<file path="config.mk">
export PLATFORM = sky130hd
export DESIGN_NAME = packet_scheduler_flat
export DESIGN_NICKNAME = d
export VERILOG_FILES = /design/src/rtl/hdmi_pkg.sv /design/src/rtl/packet_scheduler_if.sv /design/src/rtl/round_robin_arbiter.sv /design/src/rtl/packet_scheduler.sv /design/src/flat_wrapper.sv
export SDC_FILE = /design/constraint.sdc
export NUM_CORES = 1
export LEC_CHECK = 0
export ABC_AREA = 1
export CORE_MARGIN = 2
export CORE_UTILIZATION = 50
export CTS_BUF_LIST = sky130_fd_sc_hd__clkbuf_8
export DETAILED_ROUTE_END_ITERATION = 7
export PLACE_DENSITY = 0.76
export SYNTH_ARGS = -nofsm -noshare
export SYNTH_HDL_FRONTEND = slang
export SYNTH_SLANG_ARGS = --single-unit
</file>
<file path="constraint.sdc">
create_clock -name clk_pixel -period 3.75 [get_ports clk_pixel]
set_input_delay 0.5625 -clock clk_pixel [delete_from_list [all_inputs] [get_ports clk_pixel]]
set_output_delay 0.5625 -clock clk_pixel [all_outputs]
set_load 0.01 [all_outputs]
</file>
<file path="src/rtl/hdmi_pkg.sv">
// Shared HDMI data-island constants: channel mode encodings, period lengths and
// the pixel budgets needed before an island or a further packet may start.
package hdmi_pkg;

    localparam logic [2:0] MODE_CONTROL     = 3'd0;
    localparam logic [2:0] MODE_DATA_ISLAND = 3'd3;
    localparam logic [2:0] MODE_GUARD       = 3'd4;

    localparam int unsigned PREAMBLE_LEN = 8;
    localparam int unsigned GUARD_LEN    = 2;
    localparam int unsigned PACKET_LEN   = 32;
    localparam int unsigned GAP_LEN      = 4;

    // Pixels needed for preamble + guards + one packet, and for one more packet + trail guard.
    localparam logic [11:0] ISLAND_START_MIN = 12'd48;
    localparam logic [11:0] PACKET_NEXT_MIN  = 12'd38;

    typedef enum logic [2:0] {
        StIdle,
        StPreamble,
        StLeadGuard,
        StPacket,
        StTrailGuard,
        StGap
    } sched_state_e;

endpackage

</file>
<file path="src/rtl/packet_scheduler_if.sv">
// Requester/blanking inputs and island timing outputs of the packet scheduler.
interface packet_scheduler_if #(
    parameter int unsigned NUM_REQ = 4
);
    logic               blanking;
    logic [11:0]        cycles_left;
    logic [NUM_REQ-1:0] req;
    logic [NUM_REQ-1:0] grant;
    logic               packet_start;
    logic [4:0]         word_index;
    logic [2:0]         mode;
    logic               preamble;
    logic               overrun;

    modport master (
        output blanking, cycles_left, req,
        input  grant, packet_start, word_index, mode, preamble, overrun
    );

    modport slave (
        input  blanking, cycles_left, req,
        output grant, packet_start, word_index, mode, preamble, overrun
    );
endinterface

</file>
<file path="src/rtl/round_robin_arbiter.sv">
// Combinational round-robin pick: lowest requesting index at or after the pointer,
// wrapping around; returns the winner one-hot and as an index.
module round_robin_arbiter #(
    parameter int unsigned NUM_REQ = 4
) (
    input  logic [NUM_REQ-1:0]         req,
    input  logic [$clog2(NUM_REQ)-1:0] pointer,
    output logic [NUM_REQ-1:0]         winner,
    output logic [$clog2(NUM_REQ)-1:0] winner_idx
);
    localparam int unsigned PTR_W = $clog2(NUM_REQ);

    logic             found;
    int unsigned      idx;
    logic [PTR_W-1:0] idx_w;

    always_comb begin
        winner     = '0;
        winner_idx = '0;
        found      = 1'b0;
        idx        = 0;
        idx_w      = '0;
        for (int unsigned i = 0; i < NUM_REQ; i++) begin
            idx = int'(pointer) + i;
            if (idx >= NUM_REQ) begin
                idx = idx - NUM_REQ;
            end
            idx_w = PTR_W'(idx);
            if (!found && req[idx_w]) begin
                found         = 1'b1;
                winner[idx_w] = 1'b1;
                winner_idx    = idx_w;
            end
        end
    end
endmodule

</file>
<file path="src/rtl/packet_scheduler.sv">
// Data-island scheduler: sequences preamble, guards, back-to-back 32-pixel packets
// and the trailing gap inside blanking, granting requesters round-robin.
module packet_scheduler #(
    parameter int unsigned NUM_REQ     = 4,
    parameter int unsigned MAX_PACKETS = 18
) (
    input logic               clk_pixel,
    input logic               reset_n,
    packet_scheduler_if.slave bus
);
    import hdmi_pkg::*;

    localparam int unsigned PTR_W   = $clog2(NUM_REQ);
    localparam logic [4:0]  PKT_CAP = 5'(MAX_PACKETS);

    sched_state_e       state;
    logic [2:0]         phase_cnt;
    logic [4:0]         packets_sent;
    logic [PTR_W-1:0]   rr_ptr;

    logic [NUM_REQ-1:0] grant_q;
    logic               packet_start_q;
    logic [4:0]         word_index_q;
    logic [2:0]         mode_q;
    logic               preamble_q;
    logic               overrun_q;

    logic [NUM_REQ-1:0] winner;
    logic [PTR_W-1:0]   winner_idx;
    logic               any_req;
    logic               start_ok;
    logic               abort;
    logic               launch;

    round_robin_arbiter #(
        .NUM_REQ (NUM_REQ)
    ) u_arb (
        .req        (bus.req),
        .pointer    (rr_ptr),
        .winner     (winner),
        .winner_idx (winner_idx)
    );

    always_comb begin
        any_req  = |bus.req;
        start_ok = bus.blanking && any_req && (bus.cycles_left >= ISLAND_START_MIN);
        abort    = (state != StIdle) && (state != StGap) && !bus.blanking;
        launch   = 1'b0;
        if (state == StLeadGuard && phase_cnt == 3'(GUARD_LEN - 1)) begin
            launch = any_req;
        end
        // A new packet only follows if the cap and the pixel budget both allow it.
        if (state == StPacket && word_index_q == 5'(PACKET_LEN - 1)) begin
            launch = any_req && (packets_sent < PKT_CAP) &&
                     (bus.cycles_left >= PACKET_NEXT_MIN);
        end
    end

    always_ff @(posedge clk_pixel or negedge reset_n) begin
        if (!reset_n) begin
            state          <= StIdle;
            phase_cnt      <= '0;
            packets_sent   <= '0;
            rr_ptr         <= '0;
            grant_q        <= '0;
            packet_start_q <= 1'b0;
            word_index_q   <= '0;
            mode_q         <= MODE_CONTROL;
            preamble_q     <= 1'b0;
            overrun_q      <= 1'b0;
        end else begin
            packet_start_q <= 1'b0;
            overrun_q      <= 1'b0;
            if (abort) begin
                state        <= StIdle;
                phase_cnt    <= '0;
                grant_q      <= '0;
                word_index_q <= '0;
                mode_q       <= MODE_CONTROL;
                preamble_q   <= 1'b0;
                overrun_q    <= 1'b1;
            end else if (launch) begin
                state          <= StPacket;
                phase_cnt      <= '0;
                grant_q        <= winner;
                packet_start_q <= 1'b1;
                word_index_q   <= '0;
                mode_q         <= MODE_DATA_ISLAND;
                rr_ptr         <= (winner_idx == PTR_W'(NUM_REQ - 1)) ? '0 : winner_idx + 1'b1;
                if (packets_sent < PKT_CAP) begin
                    packets_sent <= packets_sent + 5'd1;
                end
            end else begin
                unique case (state)
                    StIdle: begin
                        packets_sent <= '0;
                        phase_cnt    <= '0;
                        if (start_ok) begin
                            state      <= StPreamble;
                            preamble_q <= 1'b1;
                        end
                    end
                    StPreamble: begin
                        if (phase_cnt == 3'(PREAMBLE_LEN - 1)) begin
                            state      <= StLeadGuard;
                            preamble_q <= 1'b0;
                            mode_q     <= MODE_GUARD;
                            phase_cnt  <= '0;
                        end else begin
                            phase_cnt <= phase_cnt + 3'd1;
                        end
                    end
                    StLeadGuard: begin
                        // Requests vanished during the preamble: close the island empty.
                        if (phase_cnt == 3'(GUARD_LEN - 1)) begin
                            state     <= StTrailGuard;
                            phase_cnt <= '0;
                        end else begin
                            phase_cnt <= phase_cnt + 3'd1;
                        end
                    end
                    StPacket: begin
                        if (word_index_q == 5'(PACKET_LEN - 1)) begin
                            state        <= StTrailGuard;
                            grant_q      <= '0;
                            word_index_q <= '0;
                            mode_q       <= MODE_GUARD;
                            phase_cnt    <= '0;
                        end else begin
                            word_index_q <= word_index_q + 5'd1;
                        end
                    end
                    StTrailGuard: begin
                        if (phase_cnt == 3'(GUARD_LEN - 1)) begin
                            state     <= StGap;
                            mode_q    <= MODE_CONTROL;
                            phase_cnt <= '0;
                        end else begin
                            phase_cnt <= phase_cnt + 3'd1;
                        end
                    end
                    StGap: begin
                        if (phase_cnt == 3'(GAP_LEN - 1)) begin
                            state     <= StIdle;
                            phase_cnt <= '0;
                        end else begin
                            phase_cnt <= phase_cnt + 3'd1;
                        end
                    end
                    default: state <= StIdle;
                endcase
            end
        end
    end

    assign bus.grant        = grant_q;
    assign bus.packet_start = packet_start_q;
    assign bus.word_index   = word_index_q;
    assign bus.mode         = mode_q;
    assign bus.preamble     = preamble_q;
    assign bus.overrun      = overrun_q;
endmodule
</file>
<file path="src/flat_wrapper.sv">
// flat-port wrapper written by rule: the top's interface ports become plain ports
module packet_scheduler_flat import hdmi_pkg::*;
#(
    parameter int unsigned NUM_REQ     = 4,
    parameter int unsigned MAX_PACKETS = 18
)
  (clk_pixel, reset_n, bus_blanking, bus_cycles_left, bus_req, bus_grant, bus_packet_start, bus_word_index, bus_mode, bus_preamble, bus_overrun);
  packet_scheduler_if #(.NUM_REQ(NUM_REQ)) bus_i ();
  input logic clk_pixel;
  input logic reset_n;
  input wire logic [$bits(bus_i.blanking)-1:0] bus_blanking;
  input wire logic [$bits(bus_i.cycles_left)-1:0] bus_cycles_left;
  input wire logic [$bits(bus_i.req)-1:0] bus_req;
  output wire logic [$bits(bus_i.grant)-1:0] bus_grant;
  output wire logic [$bits(bus_i.packet_start)-1:0] bus_packet_start;
  output wire logic [$bits(bus_i.word_index)-1:0] bus_word_index;
  output wire logic [$bits(bus_i.mode)-1:0] bus_mode;
  output wire logic [$bits(bus_i.preamble)-1:0] bus_preamble;
  output wire logic [$bits(bus_i.overrun)-1:0] bus_overrun;
  assign bus_i.blanking = bus_blanking;
  assign bus_i.cycles_left = bus_cycles_left;
  assign bus_i.req = bus_req;
  assign bus_grant = bus_i.grant;
  assign bus_packet_start = bus_i.packet_start;
  assign bus_word_index = bus_i.word_index;
  assign bus_mode = bus_i.mode;
  assign bus_preamble = bus_i.preamble;
  assign bus_overrun = bus_i.overrun;
  packet_scheduler #(.NUM_REQ(NUM_REQ), .MAX_PACKETS(MAX_PACKETS)) u_core (.clk_pixel(clk_pixel), .reset_n(reset_n), .bus(bus_i));
endmodule
</file>
==> results of run 1 <==
metal layers:
layer,vias up,wire (µm),track usage
met5,-,0,0
met4,0,70,0.0775
met3,6,179,0.0214
met2,47,1990,0.363
met1,844,1970,0.258
li1,992,-,-
critical path, stage by stage (launching register included):
cell                      delay, ns
sky130_fd_sc_hd__dfrtp_1       0.60
sky130_fd_sc_hd__inv_2         0.20
sky130_fd_sc_hd__ha_1          0.40
sky130_fd_sc_hd__inv_1         0.11
sky130_fd_sc_hd__nand3_1       0.08
sky130_fd_sc_hd__nand2_1       0.13
sky130_fd_sc_hd__nand3_1       0.15
sky130_fd_sc_hd__nand2_1       0.11
sky130_fd_sc_hd__nand2_1       0.07
sky130_fd_sc_hd__nand2_1       0.07
sky130_fd_sc_hd__nand2_1       0.04
sky130_fd_sc_hd__nand3_1       0.07
sky130_fd_sc_hd__nand2_1       0.05
logic make-up (layout without fill, tap and decap cells):
kind of cell | Yosys count | count (layout) | share of synthesized area
AND/OR/NAND/NOR | 172 | 172 | 0.397
buffers and inverters | 39 | 74 | 0.0783
flip-flops | 27 | 27 | 0.328
AO/OA/AOI/OAI | 25 | 25 | 0.0735
adder cells (fa/ha/maj) | 16 | 16 | 0.0971
XOR/XNOR | 5 | 5 | 0.0212
multiplexers | 1 | 1 | 0.00486
worst paths after layout:
path | from | to | slack (ns) | depth (start not counted)
max | flip-flop | u_core.rr_ptr[1] | 1.57 | 12
min | u_core.bus.grant[1] | u_core.bus.grant[1] | 0.48 | 2
max reg2reg | flip-flop | u_core.rr_ptr[1] | 1.57 | 12
min reg2reg | u_core.bus.grant[1] | u_core.bus.grant[1] | 0.48 | 2
max in group asynchronous | reset_n | u_core.bus.mode[2] | 2.83 | 2
min in group asynchronous | reset_n | u_core.phase_cnt[0] | 0.65 | 2
report_power, final:
part,internal (mW),switching (mW)
Clock,0.0757,0.0978
Sequential,0.378,0.0934
Combinational,0.389,0.596
through the flow:
step           hold WS, ns  worst slack, ns   util  power, mW
2_1_floorplan        0.267             1.86      -       1.18
3_3_place_gp         0.462             1.42  0.612       1.44
3_5_place_dp         0.464             1.40  0.612       1.46
4_1_cts              0.487             1.56  0.625       1.64
5_1_grt              0.510             1.29  0.625       1.81
6_report             0.482             1.57  0.625       1.63
layout make-up:
cell class | instances | area (µm²) | area share
clock buffer | 3 | 41.3 | 0.0166
clock inverter | 1 | 7.51 | 0.00303
inverter | 37 | 143 | 0.0575
multi-input combinational | 219 | 1220 | 0.493
sequential | 27 | 676 | 0.272
tap | 50 | 62.6 | 0.0252
timing repair buffer | 33 | 328 | 0.132
cells in the final DEF (no fill, tap or decap), drive strengths merged:
| cell type | netlist | layout |
|---|---|---|
| nand4 | 8 | 8 |
| o211ai | 1 | 1 |
| o31ai | 4 | 4 |
| xnor2 | 1 | 1 |
| clkdlybuf4s50 | 0 | 32 |
| nor3 | 2 | 2 |
| nand3 | 33 | 33 |
| clkinvlp | 0 | 1 |
| inv | 36 | 36 |
| nand2 | 103 | 103 |
| nand3b | 1 | 1 |
| o21ai | 12 | 12 |
| nor2 | 22 | 22 |
| clkinv | 1 | 1 |
| a22oi | 2 | 2 |
| clkbuf | 0 | 3 |
| buf | 2 | 1 |
| dfrtp | 27 | 27 |
| xor2 | 4 | 4 |
| a21boi | 1 | 1 |
| and3 | 1 | 1 |
| a21oi | 4 | 4 |
| ha | 16 | 16 |
| or2 | 1 | 1 |
| mux2i | 1 | 1 |
| o21bai | 1 | 1 |
| and2 | 1 | 1 |
registers in the layout, indices dropped and copies added (netlist names), named ones only:
register                 flops
u_core.packets_sent          5
u_core.phase_cnt             3
u_core.bus.preamble          1
u_core.bus.packet_start      1
u_core.bus.overrun           1
u_core.bus.grant             4
u_core.bus.word_index        5
u_core.state                 3
u_core.bus.mode              2
u_core.rr_ptr                1
==> flow_summary.html, run 1 <==
<table>
<tr><th>Metric</th><th>Value</th></tr>
<tr><th colspan="2">Critical path</th></tr>
<tr><td>Type of element capturing the critical path</td><td>flip-flop</td></tr>
<tr><td>Signal arrival time at the worst endpoint</td><td>2.36 ns</td></tr>
<tr><td>Worst-path fanout max</td><td>12</td></tr>
<tr><td>Sort of element at the start of the critical path</td><td>flip-flop</td></tr>
<tr><td>Required time reported for the critical path endpoint</td><td>3.93 ns</td></tr>
<tr><td>Critical setup path kind</td><td>reg2reg</td></tr>
<tr><th colspan="2">Clock network</th></tr>
<tr><td>Cells resized by post-CTS repair</td><td>0</td></tr>
<tr><td>CTS hold repair buffers</td><td>0</td></tr>
<tr><td>Setup Fix Bufs, Post-CTS</td><td>0</td></tr>
<tr><td>Reg clk slew, reported paths</td><td>0.10 ns</td></tr>
<tr><td>Clock tree from TritonCTS</td><td>yes</td></tr>
<tr><td>Number of sinks driven by the clock tree</td><td>27</td></tr>
<tr><td>Clock Tree Buf Depth</td><td>2</td></tr>
<tr><td>H-tree lvl count</td><td>1</td></tr>
<tr><td>Root Buffer Master</td><td>sky130_fd_sc_hd__clkbuf_8</td></tr>
<tr><td>Number of buffers inserted during clock tree synthesis</td><td>3</td></tr>
<tr><td>Clk Latency, worst-skew pair</td><td>0.28 ns</td></tr>
<tr><th colspan="2">Cells and area</th></tr>
<tr><td>Fill cell instance count of the final layout</td><td>374</td></tr>
<tr><td>Diodes inserted</td><td>0</td></tr>
<tr><td>Final Cell Area</td><td>2480 µm²</td></tr>
<tr><td>Layout overhead on the synthesized area</td><td>20.4%</td></tr>
<tr><td>Nets</td><td>356</td></tr>
<tr><td>Share of layout cells above drive strength 1</td><td>0.0938</td></tr>
<tr><td>Layout Cells excl Fill</td><td>370</td></tr>
<tr><th colspan="2">Logic synthesis</th></tr>
<tr><td>Number of distinct library cells after synthesis</td><td>34</td></tr>
<tr><td>Cell area after synthesis</td><td>2060 µm²</td></tr>
<tr><td>Avg Inst Size Synth</td><td>7.23 µm²</td></tr>
<tr><td>Number of nets in the synthesized netlist</td><td>320</td></tr>
<tr><td>Ranking of synthesized cells by area</td><td>sky130_fd_sc_hd__dfrtp_1, sky130_fd_sc_hd__nand2_1, sky130_fd_sc_hd__ha_1</td></tr>
<tr><td>Area share of the largest cell type after synthesis</td><td>0.328</td></tr>
<tr><td>Cell types with the highest counts after synthesis</td><td>sky130_fd_sc_hd__nand2_1, sky130_fd_sc_hd__inv_1, sky130_fd_sc_hd__dfrtp_1, sky130_fd_sc_hd__nand3_1, sky130_fd_sc_hd__nor2_1</td></tr>
<tr><td>Synthesized netlist cell count</td><td>285</td></tr>
<tr><td>Number of register bits inferred by synthesis</td><td>27</td></tr>
<tr><td>EDFF count, synth</td><td>0</td></tr>
<tr><td>Post-synthesis sequential area ratio</td><td>0.328</td></tr>
<tr><td>Most common cell in the synthesized netlist</td><td>sky130_fd_sc_hd__nand2_1</td></tr>
<tr><td>Top flip-flop cell by instance count after synthesis</td><td>sky130_fd_sc_hd__dfrtp_1</td></tr>
<tr><td>Largest area contributor in the synthesized netlist</td><td>sky130_fd_sc_hd__dfrtp_1</td></tr>
<tr><td>Proportion of synthesized flip-flops having asynchronous set or reset</td><td>1.00</td></tr>
<tr><td>Warnings, synthesis</td><td>0</td></tr>
<tr><th colspan="2">STA</th></tr>
<tr><td>Setup-violating endpoint count in the final report</td><td>0</td></tr>
<tr><td>Transition time of the tightest slew-check pin</td><td>0.743 ns</td></tr>
<tr><td>Highest achievable clock rate</td><td>0.458 GHz</td></tr>
<tr><td>Final hold violations</td><td>0</td></tr>
<tr><td>Final count of pins violating max slew</td><td>0</td></tr>
<tr><td>Worst slew slack as a fraction of its limit</td><td>0.500</td></tr>
<tr><td>Layout Skew</td><td>0.00269 ns</td></tr>
<tr><td>Final Cycle Share</td><td>0.582</td></tr>
<tr><td>Unrepaired setup endpoints after global routing</td><td>false</td></tr>
<tr><td>Final critical-path required period</td><td>2.18 ns</td></tr>
<tr><td>Final total negative setup slack</td><td>0 ns</td></tr>
<tr><th colspan="2">Die</th></tr>
<tr><td>Die area</td><td>4650 µm²</td></tr>
<tr><td>Die width</td><td>68.2 µm</td></tr>
<tr><td>I/O pins</td><td>34</td></tr>
<tr><td>Die boundary height</td><td>68.2 µm</td></tr>
<tr><td>Number of core rows</td><td>23</td></tr>
<tr><td>Core Area</td><td>3970 µm²</td></tr>
<tr><td>Initial Utilization</td><td>0.519</td></tr>
<tr><th colspan="2">Detailed routing</th></tr>
<tr><td>Antenna violation net count after detailed routing</td><td>0</td></tr>
<tr><td>Ratio of routed vias to standard cells</td><td>5.11</td></tr>
<tr><td>Vias after detailed routing</td><td>1889</td></tr>
<tr><td>WL per Instance</td><td>11.4 µm</td></tr>
<tr><td>DRC errors left</td><td>0</td></tr>
<tr><td>Drt initial violations</td><td>103</td></tr>
<tr><td>TritonRoute pass-1 iters</td><td>4</td></tr>
<tr><td>Wire length reported by the detailed router</td><td>4.21 mm</td></tr>
<tr><th colspan="2">Placement</th></tr>
<tr><td>Buffers added on ports</td><td>32</td></tr>
<tr><td>Final RePlAce weighted congestion</td><td>0.850</td></tr>
<tr><td>Dpl cell area</td><td>2430 µm²</td></tr>
<tr><td>Number of placed cells counting well taps</td><td>366</td></tr>
<tr><td>Estimated wirelength of the detail-placed design</td><td>3.30 mm</td></tr>
<tr><th colspan="2">Global route</th></tr>
<tr><td>Vias in the first global route</td><td>1753</td></tr>
<tr><td>Pin count of the biggest net entering global routing</td><td>28</td></tr>
<tr><td>Tot GR Track Use</td><td>0.206</td></tr>
<tr><td>Global-route wire length before repair</td><td>7.34 mm</td></tr>
<tr><td>Initial antenna violation count</td><td>0</td></tr>
<tr><td>Total congestion overflow after global routing</td><td>0</td></tr>
<tr><th colspan="2">Run</th></tr>
<tr><td>Count of max-cap constraint violations</td><td>0</td></tr>
<tr><th colspan="2">Pwr</th></tr>
<tr><td>Leakage component of the power</td><td>1.29 nW</td></tr>
<tr><td>VDD IR-drop max</td><td>372 µV</td></tr>
<tr><td>Total power per unit cell area</td><td>657 nW/µm²</td></tr>
<tr><th colspan="2">Worst hold path</th></tr>
<tr><td>Path type of the worst min-delay path</td><td>reg2reg</td></tr>
<tr><th colspan="2">Outcome</th></tr>
<tr><td>Run status</td><td>complete, no violations</td></tr>
</table>
Note: power is estimated with default switching activity, not from simulation.
==> inputs of run 2 (changes only) <==
- clock period: 3.75 -> 2.2 ns (I/O delays scaled with it)
==> flow_summary.html, run 2 (synthesis results as in run 1) <==
<table>
<tr><th>Metric</th><th>Value</th></tr>
<tr><th colspan="2">Outcome</th></tr>
<tr><td>Run status</td><td>complete, no violations (unchanged)</td></tr>
<tr><th colspan="2">Placement</th></tr>
<tr><td>Buffers added on ports</td><td>32 (unchanged)</td></tr>
<tr><td>Pre-CTS WS</td><td>0.128 ns (was 1.40 ns)</td></tr>
<tr><td>Final RePlAce weighted congestion</td><td>0.882 (was 0.850)</td></tr>
<tr><td>Estimated wirelength of the detail-placed design</td><td>3.54 mm (was 3.30 mm)</td></tr>
<tr><th colspan="2">Pwr</th></tr>
<tr><td>VDD IR-drop max</td><td>594 µV (was 372 µV)</td></tr>
<tr><td>Leakage component of the power</td><td>1.34 nW (was 1.29 nW)</td></tr>
<tr><td>Total power per unit cell area</td><td>1130 nW/µm² (was 657 nW/µm²)</td></tr>
<tr><td>Final Power</td><td>2.91 mW (was 1.63 mW)</td></tr>
<tr><th colspan="2">Detailed routing</th></tr>
<tr><td>DRC errors left</td><td>0 (unchanged)</td></tr>
<tr><td>Ratio of routed vias to standard cells</td><td>5.25 (was 5.11)</td></tr>
<tr><td>Wire length reported by the detailed router</td><td>4.70 mm (was 4.21 mm)</td></tr>
<tr><td>Vias after detailed routing</td><td>2001 (was 1889)</td></tr>
<tr><td>Drt initial violations</td><td>131 (was 103)</td></tr>
<tr><td>WL per Instance</td><td>12.3 µm (was 11.4 µm)</td></tr>
<tr><td>TritonRoute pass-1 iters</td><td>4 (unchanged)</td></tr>
<tr><td>Antenna violation net count after detailed routing</td><td>0 (unchanged)</td></tr>
<tr><th colspan="2">Global route</th></tr>
<tr><td>Vias in the first global route</td><td>1847 (was 1753)</td></tr>
<tr><td>Pin count of the biggest net entering global routing</td><td>28 (unchanged)</td></tr>
<tr><td>Global-route wire length before repair</td><td>7.80 mm (was 7.34 mm)</td></tr>
<tr><td>Total congestion overflow after global routing</td><td>0 (unchanged)</td></tr>
<tr><td>Initial antenna violation count</td><td>0 (unchanged)</td></tr>
<tr><td>Tot GR Track Use</td><td>0.220 (was 0.206)</td></tr>
<tr><th colspan="2">STA</th></tr>
<tr><td>Worst hold slack</td><td>0.413 ns (was 0.482 ns)</td></tr>
<tr><td>Post-route setup slack</td><td>0.152 ns (was 1.57 ns)</td></tr>
<tr><td>Unrepaired setup endpoints after global routing</td><td>false (unchanged)</td></tr>
<tr><td>Setup-violating endpoint count in the final report</td><td>0 (unchanged)</td></tr>
<tr><td>Layout Skew</td><td>0.00529 ns (was 0.00269 ns)</td></tr>
<tr><td>Final hold violations</td><td>0 (unchanged)</td></tr>
<tr><td>Final critical-path required period</td><td>2.05 ns (was 2.18 ns)</td></tr>
<tr><td>Transition time of the tightest slew-check pin</td><td>0.527 ns (was 0.743 ns)</td></tr>
<tr><td>Final count of pins violating max slew</td><td>0 (unchanged)</td></tr>
<tr><td>Final Cycle Share</td><td>0.931 (was 0.582)</td></tr>
<tr><td>Worst slew slack as a fraction of its limit</td><td>0.649 (was 0.500)</td></tr>
<tr><td>Highest achievable clock rate</td><td>0.488 GHz (was 0.458 GHz)</td></tr>
<tr><td>Final total negative setup slack</td><td>0 ns (unchanged)</td></tr>
<tr><th colspan="2">Clock network</th></tr>
<tr><td>CTS hold repair buffers</td><td>0 (unchanged)</td></tr>
<tr><td>Reg clk slew, reported paths</td><td>0.10 ns (about the same)</td></tr>
<tr><td>Root Buffer Master</td><td>sky130_fd_sc_hd__clkbuf_8 (unchanged)</td></tr>
<tr><td>Clk Latency, worst-skew pair</td><td>0.28 ns (about the same)</td></tr>
<tr><td>H-tree lvl count</td><td>1 (unchanged)</td></tr>
<tr><td>Clock tree from TritonCTS</td><td>yes (unchanged)</td></tr>
<tr><td>Number of buffers inserted during clock tree synthesis</td><td>3 (unchanged)</td></tr>
<tr><td>Clock Tree Buf Depth</td><td>2 (unchanged)</td></tr>
<tr><td>Number of sinks driven by the clock tree</td><td>27 (unchanged)</td></tr>
<tr><th colspan="2">Die</th></tr>
<tr><td>Core Area</td><td>3970 µm² (unchanged)</td></tr>
<tr><td>Die width</td><td>68.2 µm (unchanged)</td></tr>
<tr><td>Die boundary height</td><td>68.2 µm (unchanged)</td></tr>
<tr><td>Number of core rows</td><td>23 (unchanged)</td></tr>
<tr><td>Initial Utilization</td><td>0.519 (unchanged)</td></tr>
<tr><td>I/O pins</td><td>34 (unchanged)</td></tr>
<tr><td>Die area</td><td>4650 µm² (unchanged)</td></tr>
<tr><th colspan="2">Critical path</th></tr>
<tr><td>Signal arrival time at the worst endpoint</td><td>2.22 ns (was 2.36 ns)</td></tr>
<tr><td>Type of element capturing the critical path</td><td>flip-flop (unchanged)</td></tr>
<tr><td>Worst-path fanout max</td><td>4 (was 12)</td></tr>
<tr><td>Sort of element at the start of the critical path</td><td>flip-flop (unchanged)</td></tr>
<tr><td>Critical setup path kind</td><td>reg2reg (unchanged)</td></tr>
<tr><td>Delay of the slowest cell on the worst path</td><td>0.40 ns (was 0.60 ns)</td></tr>
<tr><td>Reg-to-Reg End</td><td>u_core.bus.mode[2] (was u_core.rr_ptr[1])</td></tr>
<tr><td>Worst R2R Path Depth</td><td>12 (unchanged)</td></tr>
<tr><td>Slowest-stage cell, CP</td><td>sky130_fd_sc_hd__dfrtp_1 (unchanged)</td></tr>
<tr><td>Cell breakdown of the critical path</td><td>ha_2 &gt; and3_1 &gt; ha_1 &gt; inv_1 &gt; nor2_1 &gt; and2_4 &gt; nand3_4 &gt; buf_4 &gt; nand4_1 &gt; nand3_1 &gt; nand2_1 &gt; nand2_1 (was inv_2 &gt; ha_1 &gt; inv_1 &gt; nand3_1 &gt; nand2_1 &gt; nand3_1 &gt; nand2_1 &gt; nand2_1 &gt; nand2_1 &gt; nand2_1 &gt; nand3_1 &gt; nand2_1)</td></tr>
<tr><td>Beginning of the worst register-to-register path</td><td>u_core.bus.word_index[0]</td></tr>
<tr><td>Flop-to-flop setup slack</td><td>0.15 ns (was 1.57 ns)</td></tr>
<tr><td>Most common cell type on the critical path</td><td>sky130_fd_sc_hd__nand2_1 (unchanged)</td></tr>
<tr><td>Required time reported for the critical path endpoint</td><td>2.37 ns (was 3.93 ns)</td></tr>
<tr><th colspan="2">Cells and area</th></tr>
<tr><td>Diodes inserted</td><td>0 (unchanged)</td></tr>
<tr><td>Nets</td><td>367 (was 356)</td></tr>
<tr><td>Commonest cells after routing, fill and taps aside</td><td>sky130_fd_sc_hd__nand2_1, sky130_fd_sc_hd__clkdlybuf4s50_1, sky130_fd_sc_hd__inv_1, sky130_fd_sc_hd__nand3_1, sky130_fd_sc_hd__dfrtp_1 (unchanged)</td></tr>
<tr><td>Layout overhead on the synthesized area</td><td>25.1% (was 20.4%)</td></tr>
<tr><td>Share of layout cells above drive strength 1</td><td>0.133 (was 0.0938)</td></tr>
<tr><td>Commonest non-fill, non-tap cell in the layout</td><td>sky130_fd_sc_hd__nand2_1 (unchanged)</td></tr>
<tr><th colspan="2">Worst hold path</th></tr>
<tr><td>Path type of the worst min-delay path</td><td>in2async (was reg2reg)</td></tr>
<tr><th colspan="2">Run</th></tr>
<tr><td>Count of max-cap constraint violations</td><td>0 (unchanged)</td></tr>
</table>
## run 2: layout make-up
cell class / instances / area, µm²
Clock buffer: 3 / 41.3
Timing Repair Buffer: 44 / 410
Clock inverter: 1 / 7.51
Multi-Input combinational cell: 219 / 1240
Inverter: 37 / 145
Sequential cell: 27 / 676
Tap cell: 50 / 62.6
Fill cell: 345 / 1390
## run 2: what timing repair did
action	in CTS	in global routing
setup endpoints to repair	0	13
setup buffers	0	4
gates resized for setup	0	5
## run 2: metal layers
layer / track usage / vias to the layer above / share of wire
met5: 0 / - / 0
met4: 0.0850 / 0 / 0.017
met3: 0.0345 / 8 / 0.058
met2: 0.391 / 71 / 0.49
met1: 0.265 / 909 / 0.43
li1: - / 1013 / -
## run 2: critical path, delay by kind of cell (launching register included)
kind          cells  cell delay, ns
simple gates      8            0.93
buf+inv           2            0.23
fa+ha+maj         2            0.39
flops             1            0.40
## run 2: how the worst max path moves through the flow
stage / end / startpoint / slack [ns] / cells past startpoint
after floorplan: u_core.rr_ptr[1] / u_core.bus.word_index[0] / 0.31 / 12
after global placement: u_core.bus.word_index[2] / u_core.bus.word_index[0] / 0.15 / 13
after detailed placement: u_core.rr_ptr[1] / u_core.bus.word_index[0] / 0.13 / 12
after CTS: u_core.bus.word_index[2] / u_core.bus.word_index[0] / 0.11 / 13
after global routing: u_core.bus.grant[2] / u_core.bus.word_index[0] / 0.005 / 13
final: u_core.bus.mode[2] / u_core.bus.word_index[0] / 0.15 / 12
## run 2: report_power, final
group | leakage, nW | total [mW] | switching (mW) | internal, mW
Combinational | 0.961 | 1.85 | 1.11 | 0.738
Clock | 0.0217 | 0.294 | 0.165 | 0.129
Sequential | 0.359 | 0.766 | 0.121 | 0.645
## run 2: stage by stage
stage / cell area (µm²) / util / std cells
6_report: 2580 / 0.649 / 381
5_1_grt: 2580 / 0.649 / 381
3_3_place_gp: 2480 / 0.626 / 373
2_1_floorplan: 2060 / - / 285
4_1_cts: 2530 / 0.638 / 377
3_5_place_dp: 2480 / 0.626 / 373
